==> src/rtl/key_filter_multi.sv <==
// Multi-channel key debouncer: per-key 2-flop synchroniser plus a debounce FSM
// producing a debounced level and one-cycle press / release / long-press pulses.
module key_filter_multi #(
  parameter int unsigned             KEY_NUM    = 4,
  parameter bit                      ACTIVE_LOW = 1'b1,
  parameter int unsigned             CNT_W      = 20,
  parameter logic [CNT_W-1:0]        DEB_MAX    = 20'd999_999,
  parameter int unsigned             LONG_W     = 26,
  parameter logic [LONG_W-1:0]       LONG_MAX   = 26'd49_999_999
) (
  input  logic               sys_clk,
  input  logic               sys_rst_n,
  input  logic [KEY_NUM-1:0] key_in,
  output logic [KEY_NUM-1:0] key_state,
  output logic [KEY_NUM-1:0] key_press,
  output logic [KEY_NUM-1:0] key_release,
  output logic [KEY_NUM-1:0] key_long
);

  typedef enum logic [1:0] {
    IDLE,
    PRESS_DEB,
    PRESSED,
    RELEASE_DEB
  } state_t;

  logic [KEY_NUM-1:0] sync1_q, sync2_q;
  logic [KEY_NUM-1:0] pressed;

  // Synchronisers reset to the released pin level so no phantom press follows reset.
  always_ff @(posedge sys_clk or negedge sys_rst_n) begin
    if (!sys_rst_n) begin
      sync1_q <= ACTIVE_LOW ? '1 : '0;
      sync2_q <= ACTIVE_LOW ? '1 : '0;
    end else begin
      sync1_q <= key_in;
      sync2_q <= sync1_q;
    end
  end

  assign pressed = sync2_q ^ {KEY_NUM{ACTIVE_LOW}};

  for (genvar g = 0; g < KEY_NUM; g++) begin : g_chan
    state_t              state_q, state_d;
    logic [CNT_W-1:0]    deb_q, deb_d;
    logic [LONG_W-1:0]   long_cnt_q, long_cnt_d;
    logic                long_done_q, long_done_d;
    logic                level_q, level_d;
    logic                press_q, press_d;
    logic                release_q, release_d;
    logic                long_q, long_d;

    always_comb begin
      state_d     = state_q;
      deb_d       = deb_q;
      long_cnt_d  = long_cnt_q;
      long_done_d = long_done_q;
      level_d     = level_q;
      press_d     = 1'b0;
      release_d   = 1'b0;
      long_d      = 1'b0;
      case (state_q)
        IDLE: begin
          if (pressed[g]) begin
            state_d = PRESS_DEB;
            deb_d   = '0;
          end
        end
        PRESS_DEB: begin
          if (!pressed[g]) begin
            state_d = IDLE;
            deb_d   = '0;
          end else if (deb_q == DEB_MAX) begin
            state_d     = PRESSED;
            press_d     = 1'b1;
            level_d     = 1'b1;
            deb_d       = '0;
            long_cnt_d  = '0;
            long_done_d = 1'b0;
          end else begin
            deb_d = deb_q + 1'b1;
          end
        end
        PRESSED: begin
          // Long-press count saturates at LONG_MAX; long_done blocks a second pulse.
          if (!long_done_q) begin
            if (long_cnt_q == LONG_MAX) begin
              long_d      = 1'b1;
              long_done_d = 1'b1;
            end else begin
              long_cnt_d = long_cnt_q + 1'b1;
            end
          end
          if (!pressed[g]) begin
            state_d = RELEASE_DEB;
            deb_d   = '0;
          end
        end
        RELEASE_DEB: begin
          if (pressed[g]) begin
            state_d = PRESSED;
            deb_d   = '0;
          end else if (deb_q == DEB_MAX) begin
            state_d   = IDLE;
            release_d = 1'b1;
            level_d   = 1'b0;
            deb_d     = '0;
          end else begin
            deb_d = deb_q + 1'b1;
          end
        end
        default: begin
          state_d = IDLE;
          deb_d   = '0;
        end
      endcase
    end

    always_ff @(posedge sys_clk or negedge sys_rst_n) begin
      if (!sys_rst_n) begin
        state_q     <= IDLE;
        deb_q       <= '0;
        long_cnt_q  <= '0;
        long_done_q <= 1'b0;
        level_q     <= 1'b0;
        press_q     <= 1'b0;
        release_q   <= 1'b0;
        long_q      <= 1'b0;
      end else begin
        state_q     <= state_d;
        deb_q       <= deb_d;
        long_cnt_q  <= long_cnt_d;
        long_done_q <= long_done_d;
        level_q     <= level_d;
        press_q     <= press_d;
        release_q   <= release_d;
        long_q      <= long_d;
      end
    end

    assign key_state[g]   = level_q;
    assign key_press[g]   = press_q;
    assign key_release[g] = release_q;
    assign key_long[g]    = long_q;
  end

endmodule

==> config.mk <==
export PLATFORM = sky130hd
export DESIGN_NAME = key_filter_multi
export DESIGN_NICKNAME = d
export VERILOG_FILES = /design/src/rtl/key_filter_multi.sv
export SDC_FILE = /design/constraint.sdc
export NUM_CORES = 1
export LEC_CHECK = 0
export ABC_AREA = 0
export BUFFER_PORTS_ARGS = -buffer_cell sky130_fd_sc_hd__buf_4
export CAP_MARGIN = 20
export CORE_ASPECT_RATIO = 0.9
export CORE_MARGIN = 2
export CORE_UTILIZATION = 60
export DETAILED_ROUTE_END_ITERATION = 10
export PLACE_DENSITY = 0.74
export SLEW_MARGIN = 0
export SYNTH_ARGS = -nofsm -noshare
export SYNTH_HDL_FRONTEND = slang
export SYNTH_SLANG_ARGS = --single-unit
==> constraint.sdc <==
create_clock -name sys_clk -period 3.1 [get_ports sys_clk]
set_input_delay 0.31 -clock sys_clk [delete_from_list [all_inputs] [get_ports sys_clk]]
set_output_delay 0.31 -clock sys_clk [all_outputs]
set_load 0.03 [all_outputs]
# Word-level counts from Yosys, hierarchy flattened
# Index checks and enable logic that the tools add are counted.
dict set report totals {
  register_bits 220
  inputBits 6
  out_inout_bits 16
  word_cells 271
}
dict set report op_classes {
  n_addsub 8
  eq_ne 60
  mux 136
  n_bitwise 1
  n_reduce_logical 32
}
# operator count
set op_table {}
lappend op_table {{$mux 26} 16}
lappend op_table {{$mux 20} 20}
lappend op_table {{$pmux 20 s4} 4}
lappend op_table {{$pmux 26 s2} 4}
lappend op_table {{$add 26x1->26 const B} 4}
lappend op_table {{$eq 26x26->1 const B} 4}
lappend op_table {{$add 20x1->20 const B} 4}
lappend op_table {{$eq 20x20->1 const B} 4}
lappend op_table {{$ne 2x2->1 const B} 32}
lappend op_table {{$mux 1} 56}
lappend op_table {{$mux 2} 24}
lappend op_table {{$reduce_and 5->1} 8}
lappend op_table {{$pmux 2 s4} 4}
lappend op_table {{$ne 3x3->1 const B} 8}
lappend op_table {{$eq 2x2->1 const B} 8}
lappend op_table {{$pmux 1 s2} 8}
lappend op_table {{$reduce_and 4->1} 4}
lappend op_table {{$reduce_bool 2->1} 8}
lappend op_table {{$reduce_and 3->1} 4}
lappend op_table {{$eq 2x1->1 const B} 4}
lappend op_table {{$logic_not 2->1} 4}
lappend op_table {{$reduce_and 2->1} 4}
lappend op_table {{$not 4->4} 1}

# Logic depth before layout (Yosys ltp)
# Gate-level depths: netlist of run 1.
dict set report logic_depth {
  word_depth 4
  ltp_mapped 9
  mapped_depth_nobuf 7
}

# Worst setup path after synthesis of run 1
# Ideal clock, no wire load.
dict set report synth_path {
  path_kind {register -> register}
  start {register g_chan[2].deb_q[0]}
  end {register g_chan[2].long_cnt_q[10]}
  arrival_ns 2.093
  required_time_ns 2.979
  path_slack_ns 0.886
  path_stages_with_launch 8
  path_buffers 1
  synth_period_minus_slack_ns 2.214
  path_cell_list {dfrtp_1 > ha_1 > and3_1 > nand3_1 > or4_1 > nor3_2 > buf_2 > nor2_1}
}
dict set report synth_between {
  elab_chain_len 3
}
# element line_no
set synth_lines {}
lappend synth_lines {{from (decl)} 45} ;# logic [CNT_W-1:0] deb_q, deb_d;
lappend synth_lines {{from (signal assigned)} 122} ;# deb_q <= '0;
lappend synth_lines {{from (signal assigned)} 131} ;# deb_q <= deb_d;
lappend synth_lines {{$eq 20x20->1} 73} ;# end else if (deb_q == DEB_MAX) begin
lappend synth_lines {{$ne 2x2->1 (no source line)} -}
lappend synth_lines {{$reduce_and 5->1 (no source line)} -}
lappend synth_lines {{to (signal assigned)} 132} ;# long_cnt_q <= long_cnt_d;
lappend synth_lines {{to (decl)} 46} ;# logic [LONG_W-1:0] long_cnt_q, long_cnt_d;
# No other way between the ends.
# A chain may end at the register's enable or synchronous reset.

# Worst setup path after layout of run 1
dict set report layout_path {
  start {register g_chan[1].long_cnt_q[16]}
  end {register g_chan[1].long_cnt_q[11]}
}
dict set report layout_between {
  elab_chain_len 3
}
# element line_no
set layout_lines {}
lappend layout_lines {{from (decl)} 46}
lappend layout_lines {{from (signal assigned)} 132}
lappend layout_lines {{$eq 26x26->1} 87} ;# if (long_cnt_q == LONG_MAX) begin
lappend layout_lines {{$ne 2x2->1 (no source line)} -}
lappend layout_lines {{$reduce_and 5->1 (no source line)} -}
# No other way between the ends.

==> metrics.cfg, run 1 <==
[floorplanning]
die_x_um = 151
io_pins = 22
start_util_pct = 61.0
core_um2 = 19200
rows = 48
fp.dieH_um = 136
dieArea_um2 = 20600

[global_routing]
grt_pass1_vias = 8697
grt_pass1_wl_mm = 40.8
grt_max_degree = 96
grt_overflow = 0
antenna_found_initial = 0
grt_usage_pct = 23.7

[sta]
fmax_ghz = 0.389
fin_crit_ps = 2570
tightest_slew_ps = 1090
maxSlewViolCount = 0
final-hold-violation-count = 0
maxSlewHeadroom_pct = 27.1
period_share_pct = 83.0
setup_tns_ps = 0
setup-violations-final = 0
rsz0062_at_grt = false
clock_skew_ps = 10.5

[cells_and_area]
fill_cells = 1534
seqCellArea_um2 = 5520
final_core_util_pct = 67.1
drive_gt1_share_pct = 8.67
fin_nets = 1311
syn2layout_area_growth_pct = 9.87
diodes = 0
multi_input_area_um2 = 5720

[clock_tree]
ctsRootBufferMaster = clkbuf_16
worstSkewPairLatency_ps = 510
clk_path_buf_depth = 3
h-tree-depth = 1
tritoncts = done
cts_buffers = 24
clk_pin_slew_ps = 60
clock-sinks = 220
cts_resized = 0

[pwr]
p_per_area_nw_per_um2 = 478
ir_drop_uv = 664
p_leak_uw = 0.00560

[route]
num_vias = 9365
drc = 0
finalWirelength_mm = 23.6
ant_nets = 0
drt_first_pass_iters = 5
wl_per_cell_um = 15.1
viasPerCell = 5.98
drt-initial-drc-count = 538

[synth]
synth_nets = 1309
syn-cell-area_um2 = 11700
ys_seq_area_share_pct = 47.2
synth_edf_count = 0
synth.avg_cell_area_um2 = 9.03
async_reset_ff_share_pct = 100
ys_seq_elements = 220
netlist_instances = 1295
ys_warn_count = 0
synthFlopType = dfrtp_1
synth_cell_type_count = 61

[worst_setup_path]
critPathTopFamily = simple AND/OR/NAND/NOR gates
crit_path_top_delay_cell = a31oi_2
ff2ff_path_depth = 6
timing.rr.start = g_chan[1].long_cnt_q[16]
end_kind = flip-flop
crit_start = g_chan[1].long_cnt_q[16]
critPathRequiredTime_ps = 3480
cp_slowest_stage_delay_ps = 540
r2r_slack_ps = 530
startpoint_type = flip-flop
path_class = reg2reg
crit_chain = or4_1, nor4_1, a31oi_2, nand4b_1, xor2_1, nor2_1
path_buf_inv = 0
worst-path-max-fanout = 24
worst_ep_arrival_time_ps = 2960
r2r-end = g_chan[1].long_cnt_q[11]

[worst_hold_path]
min-delay-start = sync1_q[3]
hp-class = reg2reg
worstHoldEndpoint = sync2_q[3]
min_path_cells = 0

[place]
gp_congestion = 0.845
hpwl_mm = 15.2
io_buffers = 21

[run_status]
status = finished, final reports clean

[flow_run]
drv_cap = 0

==> per-stage QoR <==
stage	worst slack, ps	hold WS (ps)	instances	power, uW	cell area (um2)
global placement	667	346	1516	3300	12000
global route	344	359	1565	6380	12800
CTS	584	357	1565	6220	12800
finish	528	355	1565	6150	12800
floorplan	886	14.4	1295	3180	11700
detailed placement	617	349	1516	3310	12000
==> synth_stat cells, types with 2 or more instances <==
cell / n / area [um2]
a21o_1: 2 / 15.0
nand2_1: 116 / 435
o21ai_0: 140 / 701
nand4_1: 68 / 425
buf_4: 18 / 135
o21bai_1: 3 / 22.5
or3_1: 9 / 56.3
dfstp_2: 8 / 210
inv_1: 21 / 78.8
a22o_1: 5 / 43.8
nand3_1: 77 / 385
and4_1: 15 / 131
mux2i_1: 4 / 40.0
nor4b_1: 10 / 87.6
o22ai_1: 3 / 18.8
o41ai_1: 3 / 26.3
a31oi_1: 23 / 144
nand2b_1: 7 / 43.8
nand4b_1: 6 / 52.6
buf_2: 13 / 65.1
a21oi_1: 34 / 170
and3_1: 47 / 294
o31ai_1: 23 / 173
nor2_1: 154 / 578
o21a_1: 3 / 22.5
nor4_1: 18 / 113
dfrtp_1: 212 / 5310
buf_6: 4 / 45.0
o211ai_1: 12 / 90.1
ha_1: 8 / 100
or4b_2: 2 / 20.0
nor3_2: 3 / 30.0
and3_2: 2 / 15.0
and2_1: 14 / 87.6
or2_2: 6 / 37.5
nor3_1: 22 / 110
clkbuf_1: 38 / 143
nor2b_1: 12 / 75.1
xor2_1: 75 / 657
xnor2_1: 17 / 149
nor3b_1: 7 / 52.6
or4_1: 12 / 90.1
==> layout make-up <==
| type | instances | area share, % |
|---|---|---|
| Sequential cell | 220 | 42.9 |
| Clock inverter | 8 | 0.701 |
| Clock buffer | 36 | 5.66 |
| Inverter | 21 | 0.614 |
| Multi-Input combinational cell | 981 | 44.5 |
| Timing Repair Buffer | 49 | 3.12 |
| Tap cell | 250 | 2.43 |
==> report_power, final <==
part           switching [uW]  internal, uW
Clock                    1110          1780
Sequential               45.8          2910
Combinational             207          97.0
==> cells in the final DEF, fill, tap and decap left out, types with 15 or more instances in the layout <==
master and count:
xor2_1 75, buf_4 42, nand4_1 68, a21oi_1 34
o31ai_1 22, clkbuf_16 25, nand2_1 116, nand3_1 77
and3_1 47, nor2_1 154, nor4_1 18, a31oi_1 22
inv_1 21, dfrtp_1 212, and4_1 15, xnor2_1 17
nor3_1 22, o21ai_0 140
==> worst register-to-register path, stage by stage, from the launching register on <==
cell,delay (ps)
dfrtp_1,440
or4_1,530
nor4_1,410
a31oi_2,540
nand4b_1,310
xor2_1,170
nor2_1,50
==> sequential cells by signal (all words and copies together), names as in the netlist, named ones only <==
name and flops:
g_chan.long_cnt_q 104, g_chan.deb_q 80, g_chan.level_q 4, g_chan.long_done_q 4, g_chan.long_q 4, g_chan.press_q 4
g_chan.release_q 4, g_chan.state_q 4, sync1_q 4, sync2_q 4
==> worst max-delay path by stage <==
stage,endpoint,depth (start not counted)
2_1_floorplan,g_chan[2].long_cnt_q[10],7
3_3_place_gp,g_chan[1].long_cnt_q[11],6
3_5_place_dp,g_chan[1].long_cnt_q[11],6
4_1_cts,g_chan[1].long_cnt_q[11],6
5_1_grt,g_chan[1].long_cnt_q[4],6
6_report,g_chan[1].long_cnt_q[11],6
==> logic make-up after synthesis <==
group,Yosys count,synth area share (%)
muxes,4,0.342
xor gates and xnor gates,92,6.89
adders and majority gates,8,0.856
and+or+nand+nor,618,28.0
DFF,220,47.2
AOI/OAI and AO/OA,259,12.8
buffers and inverters,94,3.99
==> routing by layer <==
layer / wire [um] / GRT usage [%] / part of all wire [%] / vias up
li1: - / - / - / 4655
met1: 11600 / 35.5 / 49 / 4493
met2: 10800 / 37.0 / 46 / 183
met3: 854 / 2.85 / 3.6 / 34
met4: 450 / 5.87 / 1.9 / 0
met5: 0 / 0 / 0 / -
==> repair_timing <==
item | in CTS | in global routing
hold buffers | 5 | 0
endpoints found under the hold margin | 91 | 0
buffers inserted | 0 | 0
No activity file was read; power rests on OpenSTA's default activity.
==> run 2: changes to the inputs <==
ABC_AREA = 1   (was 0)
PLACE_DENSITY = 0.73   (was 0.74)
clock period = 2.7 ns   (was 3.1 ns; I/O delays follow)
==> metrics.cfg, run 2 <==
[global_routing]
antenna_found_initial = 0  ; unchanged
grt_overflow = 0  ; unchanged
grt_usage_pct = 26.6  ; +2.9 points
grt_pass1_wl_mm = 56.8  ; +39%
grt_pass1_vias = 12500  ; +43%
grt_max_degree = 75  ; -22%

[floorplanning]
dieArea_um2 = 25000  ; +21%
start_util_pct = 61.1  ; +0.069 points
rows = 53  ; +10%
die_x_um = 167  ; +10%
core_um2 = 23300  ; +22%
fp.dieH_um = 150  ; +10%
io_pins = 22  ; unchanged

[cells_and_area]
top_regs = g_chan.long_cnt_q x104, g_chan.deb_q x80
final_cell_mix = nand2_1 (849), nor2_1 (387), dfrtp_1 (212), inv_1 (199), nand3_1 (191)
syn2layout_area_growth_pct = 8.44
drive_gt1_share_pct = 6.65  ; -2.0 points
layout_commonest_cell = nand2_1
top_register = g_chan.long_cnt_q
final_cell_area_um2 = 15500  ; +20%
largest_reg_flops = 104  ; unchanged
diodes = 0  ; unchanged
instances_no_fill = 2528  ; +62%
fin_nets = 2223  ; +70%

[synth]
ys_seq_elements = 220  ; unchanged
synth_cell_type_count = 41  ; -33%
synth_nets = 2209  ; +69%
synthFlopType = dfrtp_1
ys_seq_area_share_pct = 38.7  ; -8.5 points
synth_common_cells = nand2_1 (849), nor2_1 (387), dfrtp_1 (212)
ys_warn_count = 0  ; unchanged
syn-cell-area_um2 = 14300  ; +22%
async_reset_ff_share_pct = 100  ; unchanged
synth_largest_area_cell = dfrtp_1
synth_most_common_cell = nand2_1
netlist_instances = 2195  ; +69%
synth.avg_cell_area_um2 = 6.50  ; -28%
synth_area_leaders = dfrtp_1 (37%), nand2_1 (22%), nor2_1 (10%)
synth_edf_count = 0  ; unchanged
synth_top_area_share_pct = 37.2  ; -8.2 points

[sta]
tightest_slew_ps = 791  ; -299 ps
fmax_ghz = 0.439  ; +13%
fin_crit_ps = 2280  ; -293 ps
clock_skew_ps = 9.19  ; -1.31 ps
final-hold-violation-count = 0  ; unchanged
rsz0062_at_grt = false
maxSlewViolCount = 0  ; unchanged
hold-worst-slack_ps = 330  ; -25.1 ps
worst_slack_ps = 421  ; -107 ps
maxSlewHeadroom_pct = 47.1  ; +20 points
period_share_pct = 84.4  ; +1.4 points
setup_tns_ps = 0  ; unchanged
setup-violations-final = 0  ; unchanged

[place]
placed_area_um2 = 14600  ; +22%
gp_congestion = 0.922  ; +9.1%
hpwl_mm = 23.2  ; +53%
dpl_worst_slack_ps = 454  ; -163 ps
io_buffers = 21  ; unchanged
dp_cells = 2478  ; +63%

[worst_setup_path]
critPathRequiredTime_ps = 3090  ; -390 ps
crit_chain = ha_1, nand2_1, nor2_1, inv_1, nor2_2, nand2_1, nand2_1, inv_2, nand2_1, o21ai_0
end_kind = flip-flop
worst-path-max-fanout = 12  ; -50%
cp_slowest_stage_delay_ps = 430  ; -110 ps
startpoint_type = flip-flop
path_class = reg2reg
cpMostUsedCell = nand2_1
worst_ep_arrival_time_ps = 2670  ; -290 ps
crit_path_top_delay_cell = dfrtp_1

[clock_tree]
clk_pin_slew_ps = 60  ; about the same
cts_buffers = 26  ; +8.3%
ctsRootBufferMaster = clkbuf_16
h-tree-depth = 1  ; unchanged
clock-sinks = 220  ; unchanged
tritoncts = done
cts_resized = 0  ; unchanged
post_cts_buffers = 0  ; unchanged
clk_path_buf_depth = 3  ; unchanged
cts_hold_buf = 5  ; unchanged
worstSkewPairLatency_ps = 530  ; +20 ps

[route]
drt_first_pass_iters = 5  ; unchanged
num_vias = 13400  ; +43%
ant_nets = 0  ; unchanged
viasPerCell = 5.28  ; -12%
finalWirelength_mm = 32.3  ; +37%
drc = 0  ; unchanged
wl_per_cell_um = 12.8  ; -15%
drt-initial-drc-count = 841  ; +56%

[pwr]
p_per_area_nw_per_um2 = 480  ; +0.38%
ir_drop_uv = 563  ; -15%
p_leak_uw = 0.00704  ; +26%

[run_status]
status = finished, final reports clean

[worst_hold_path]
hp-class = in2async

[flow_run]
drv_cap = 0  ; unchanged

run 2: cell count changes after synthesis, sizes merged, moves of 42 or more:
cell | before | now
nand3 | 77 | 195
inv | 21 | 209
nand2 | 116 | 878
nor2 | 154 | 400
o21ai | 141 | 39
nand4 | 68 | 26
and3 | 49 | 0
run 2: routing by layer:
layer,vias up,global-route usage (%),routed length [um]
met5,-,0,0
li1,6856,-,-
met1,6203,36.8,15500
met3,46,2.73,1300
met4,0,5.91,582
met2,247,45.7,14900
run 2: power breakdown:
group / leakage (uW) / switching [uW] / internal (uW)
Combinational: 0.00360 / 449 / 147
Clock: 0.000416 / 1360 / 2090
Sequential: 0.00303 / 39.7 / 3340
Total: 0.00704 / 1850 / 5570
run 2: area by class of cell:
class | count | area [um2]
clock buffer | 35 | 736
clock inverter | 10 | 103
fill | 2097 | 7880
inverter | 210 | 788
multi-input combinational | 1712 | 7600
sequential | 220 | 5520
tap | 302 | 378
timing repair buffer | 39 | 350
run 2: logic make-up (layout without fill, tap and decap cells):
group	count (synthesis)	in the layout	share of synthesized area, %
buffers and inverters	263	294	8.07
adder cells (fa/ha/maj)	8	8	0.702
flip-flops	220	220	38.7
AO/OA/AOI/OAI	86	86	3.54
AND/OR/NAND/NOR	1557	1557	45.3
XOR/XNOR	61	61	3.75
run 2: critical path: cells and delay by family (launching register included):
family	cells	cell delay, ps
and+or+nand+nor	6	1080
DFF	1	430
buffers and inverters	2	300
adders and majority gates	1	240
AOI/OAI and AO/OA	1	80
run 2: final timing paths:
| path | cells after the start | slack (ps) | from | end |
|---|---|---|---|---|
| hold / removal | 2 | 330 | sys_rst_n | g_chan[3].long_cnt_q[16] |
| hold reg to reg | 0 | 360 | sync1_q[0] | sync2_q[0] |
| setup / recovery | 10 | 420 | g_chan[1].deb_q[0] | g_chan[1].deb_q[1] |
| max in group asynchronous | 3 | 1620 | sys_rst_n | sync1_q[3] |
| min in group sys_clk | 0 | 360 | sync1_q[0] | sync2_q[0] |
| setup reg to reg | 10 | 420 | g_chan[1].deb_q[0] | g_chan[1].deb_q[1] |
run 2: per-stage QoR:
| step | power, uW | util (%) |
|---|---|---|
| 3_3_place_gp | 4030 | 62.5 |
| 4_1_cts | 7510 | 66.3 |
| 6_report | 7430 | 66.3 |
| 5_1_grt | 7700 | 66.3 |
| 2_1_floorplan | 3850 | - |
| 3_5_place_dp | 4040 | 62.5 |
==> run 3: changes to the inputs <==
CORE_UTILIZATION = 58   (was 60)
PLACE_DENSITY = 0.74   (was 0.73)
clock period = 2 ns   (was 2.7 ns; I/O delays follow)
==> metrics.cfg, run 3 (synthesis results as in run 2) <==
[clock_tree]
ctsRootBufferMaster = clkbuf_16
h-tree-depth = 1  ; unchanged
tritoncts = done
cts_buffers = 26  ; unchanged
clk_pin_slew_ps = 60  ; about the same
clk_path_buf_depth = 3  ; unchanged
worstSkewPairLatency_ps = 540  ; about the same
clock-sinks = 220  ; unchanged

[flow_run]
drv_cap = 0  ; unchanged

[sta]
clock_skew_ps = 15.6  ; +6.36 ps
maxSlewViolCount = 0  ; unchanged
worst_slack_ps = 135  ; -286 ps
setup-violations-final = 0  ; unchanged
setup_tns_ps = 0  ; unchanged
tightest_slew_ps = 459  ; -332 ps
maxSlewHeadroom_pct = 69.3  ; +22 points
fmax_ghz = 0.536  ; +22%
period_share_pct = 93.3  ; +8.8 points
final-hold-violation-count = 0  ; unchanged
fin_crit_ps = 1870  ; -414 ps

[cells_and_area]
multi_input_area_um2 = 7650  ; +0.66%
seqCellArea_um2 = 5520  ; unchanged
fin_nets = 2279  ; +2.5%
largest_reg_flops = 104  ; unchanged
instances_no_fill = 2592  ; +2.5%
final_cell_mix = nand2_1 (848), nor2_1 (383), dfrtp_1 (212), inv_1 (199), nand3_1 (190)
drive_gt1_share_pct = 9.37  ; +2.7 points
syn2layout_area_growth_pct = 12.5
diodes = 0  ; unchanged
final_cell_area_um2 = 16000  ; +3.7%
fill_cells = 2093  ; -0.19%
top_register = g_chan.long_cnt_q
layout_commonest_cell = nand2_1
top_regs = g_chan.long_cnt_q x104, g_chan.deb_q x80

[route]
finalWirelength_mm = 33.8  ; +4.4%
drt-initial-drc-count = 917  ; +9.0%
viasPerCell = 5.19  ; -1.8%
num_vias = 13400  ; +0.67%
wl_per_cell_um = 13.0  ; +1.8%
drc = 0  ; unchanged
drt_first_pass_iters = 8  ; +3
ant_nets = 0  ; unchanged

[place]
io_buffers = 21  ; unchanged
placed_area_um2 = 15000  ; +2.8%
hpwl_mm = 24.1  ; +4.0%
dp_cells = 2537  ; +2.4%
gp_congestion = 0.898  ; -2.6%
dpl_worst_slack_ps = -50.2  ; -504 ps

[run_status]
status = finished, final reports clean

[floorplanning]
die_x_um = 169  ; +1.7%
start_util_pct = 59.0  ; -2.1 points
core_um2 = 24200  ; +3.6%
rows = 54  ; +1.9%
io_pins = 22  ; unchanged
fp.dieH_um = 153  ; +1.7%
dieArea_um2 = 25900  ; +3.4%

[global_routing]
grt_max_degree = 55  ; -27%
grt_usage_pct = 26.5  ; -0.053 points
grt_pass1_vias = 12600  ; +1.5%
grt_overflow = 0  ; unchanged
grt_pass1_wl_mm = 58.5  ; +3.0%
antenna_found_initial = 0  ; unchanged

[worst_setup_path]
critPathTopFamily = simple AND/OR/NAND/NOR gates
crit_chain = nor2_1, nand2_1, nor2_1, nand3_2, buf_4, nand2_2, nand2_2, buf_4, nand3_1, nand2_1
cp_slowest_stage_delay_ps = 440  ; about the same
worst_ep_arrival_time_ps = 2280  ; -390 ps
critPathRequiredTime_ps = 2410  ; -680 ps
worst-path-max-fanout = 8  ; -4
timing.rr.start = g_chan[1].long_cnt_q[24]
path_buf_inv = 2  ; unchanged
path_class = reg2reg
r2r-end = g_chan[1].long_cnt_q[12]
crit_path_top_delay_cell = dfrtp_1
ff2ff_path_depth = 10  ; unchanged
crit_start = g_chan[1].long_cnt_q[24]
r2r_slack_ps = 140  ; -290 ps
startpoint_type = flip-flop
end_kind = flip-flop

[pwr]
p_leak_uw = 0.00737  ; +4.6%
ir_drop_uv = 641  ; +14%
p_total_uw = 10600  ; +42%
p_per_area_nw_per_um2 = 658  ; +37%

[worst_hold_path]
hp-class = in2async

## run 3: per-stage QoR
step / utilization (%) / hold WS [ps]
after CTS: 66.0 / 199
after global placement: 61.9 / 157
final: 66.3 / 180
after global routing: 66.3 / 215
after floorplan: - / -95.6
after detailed placement: 61.9 / 158
## run 3: worst reg2reg max path: stages, from the launching register on
cell and delay [ps]:
dfrtp_1 440, nor2_1 220, nand2_1 90, nor2_1 180
nand3_2 120, buf_4 160, nand2_2 60, nand2_2 140
buf_4 210, nand3_1 80, nand2_1 60
## run 3: area by class of cell
cell class	instances	area share, %
clock buffer	41	5.16
clock inverter	6	0.655
inverter	210	4.94
multi-input combinational	1712	47.7
sequential	220	34.4
tap	308	2.40
timing repair buffer	94	4.76
timing repair inverter	1	0.0468
## run 3: repair_timing
item	in CTS	in global routing
pin swaps	0	2
hold buffers	5	0
setup endpoints to repair	23	88
gates resized for setup	2	11
endpoints found under the hold margin	93	0
setup buffers	0	2
gates cloned	0	1
## run 3: where the power goes
part	internal, uW	switching [uW]	total [uW]	leakage [uW]
Clock	3210	1900	5110	0.000463
Sequential	4510	51.1	4560	0.00303
Combinational	231	665	896	0.00387
Total	7950	2620	10600	0.00737
## run 3: worst max-delay path by stage
stage,cells past startpoint,to
CTS,10,g_chan[3].long_cnt_q[22]
global placement,9,g_chan[2].long_cnt_q[19]
finish,10,g_chan[1].long_cnt_q[12]
floorplan,11,g_chan[3].long_cnt_q[12]
global route,10,g_chan[0].long_cnt_q[19]
detailed placement,9,g_chan[2].long_cnt_q[23]
## run 3: metal layers
layer / vias to the layer above / GRT usage, % / wire length, um
li1: 6952 / - / -
met1: 6176 / 37.5 / 16100
met2: 275 / 44.6 / 15600
met3: 38 / 3.17 / 1610
met4: 0 / 4.80 / 507
met5: - / 0 / 0
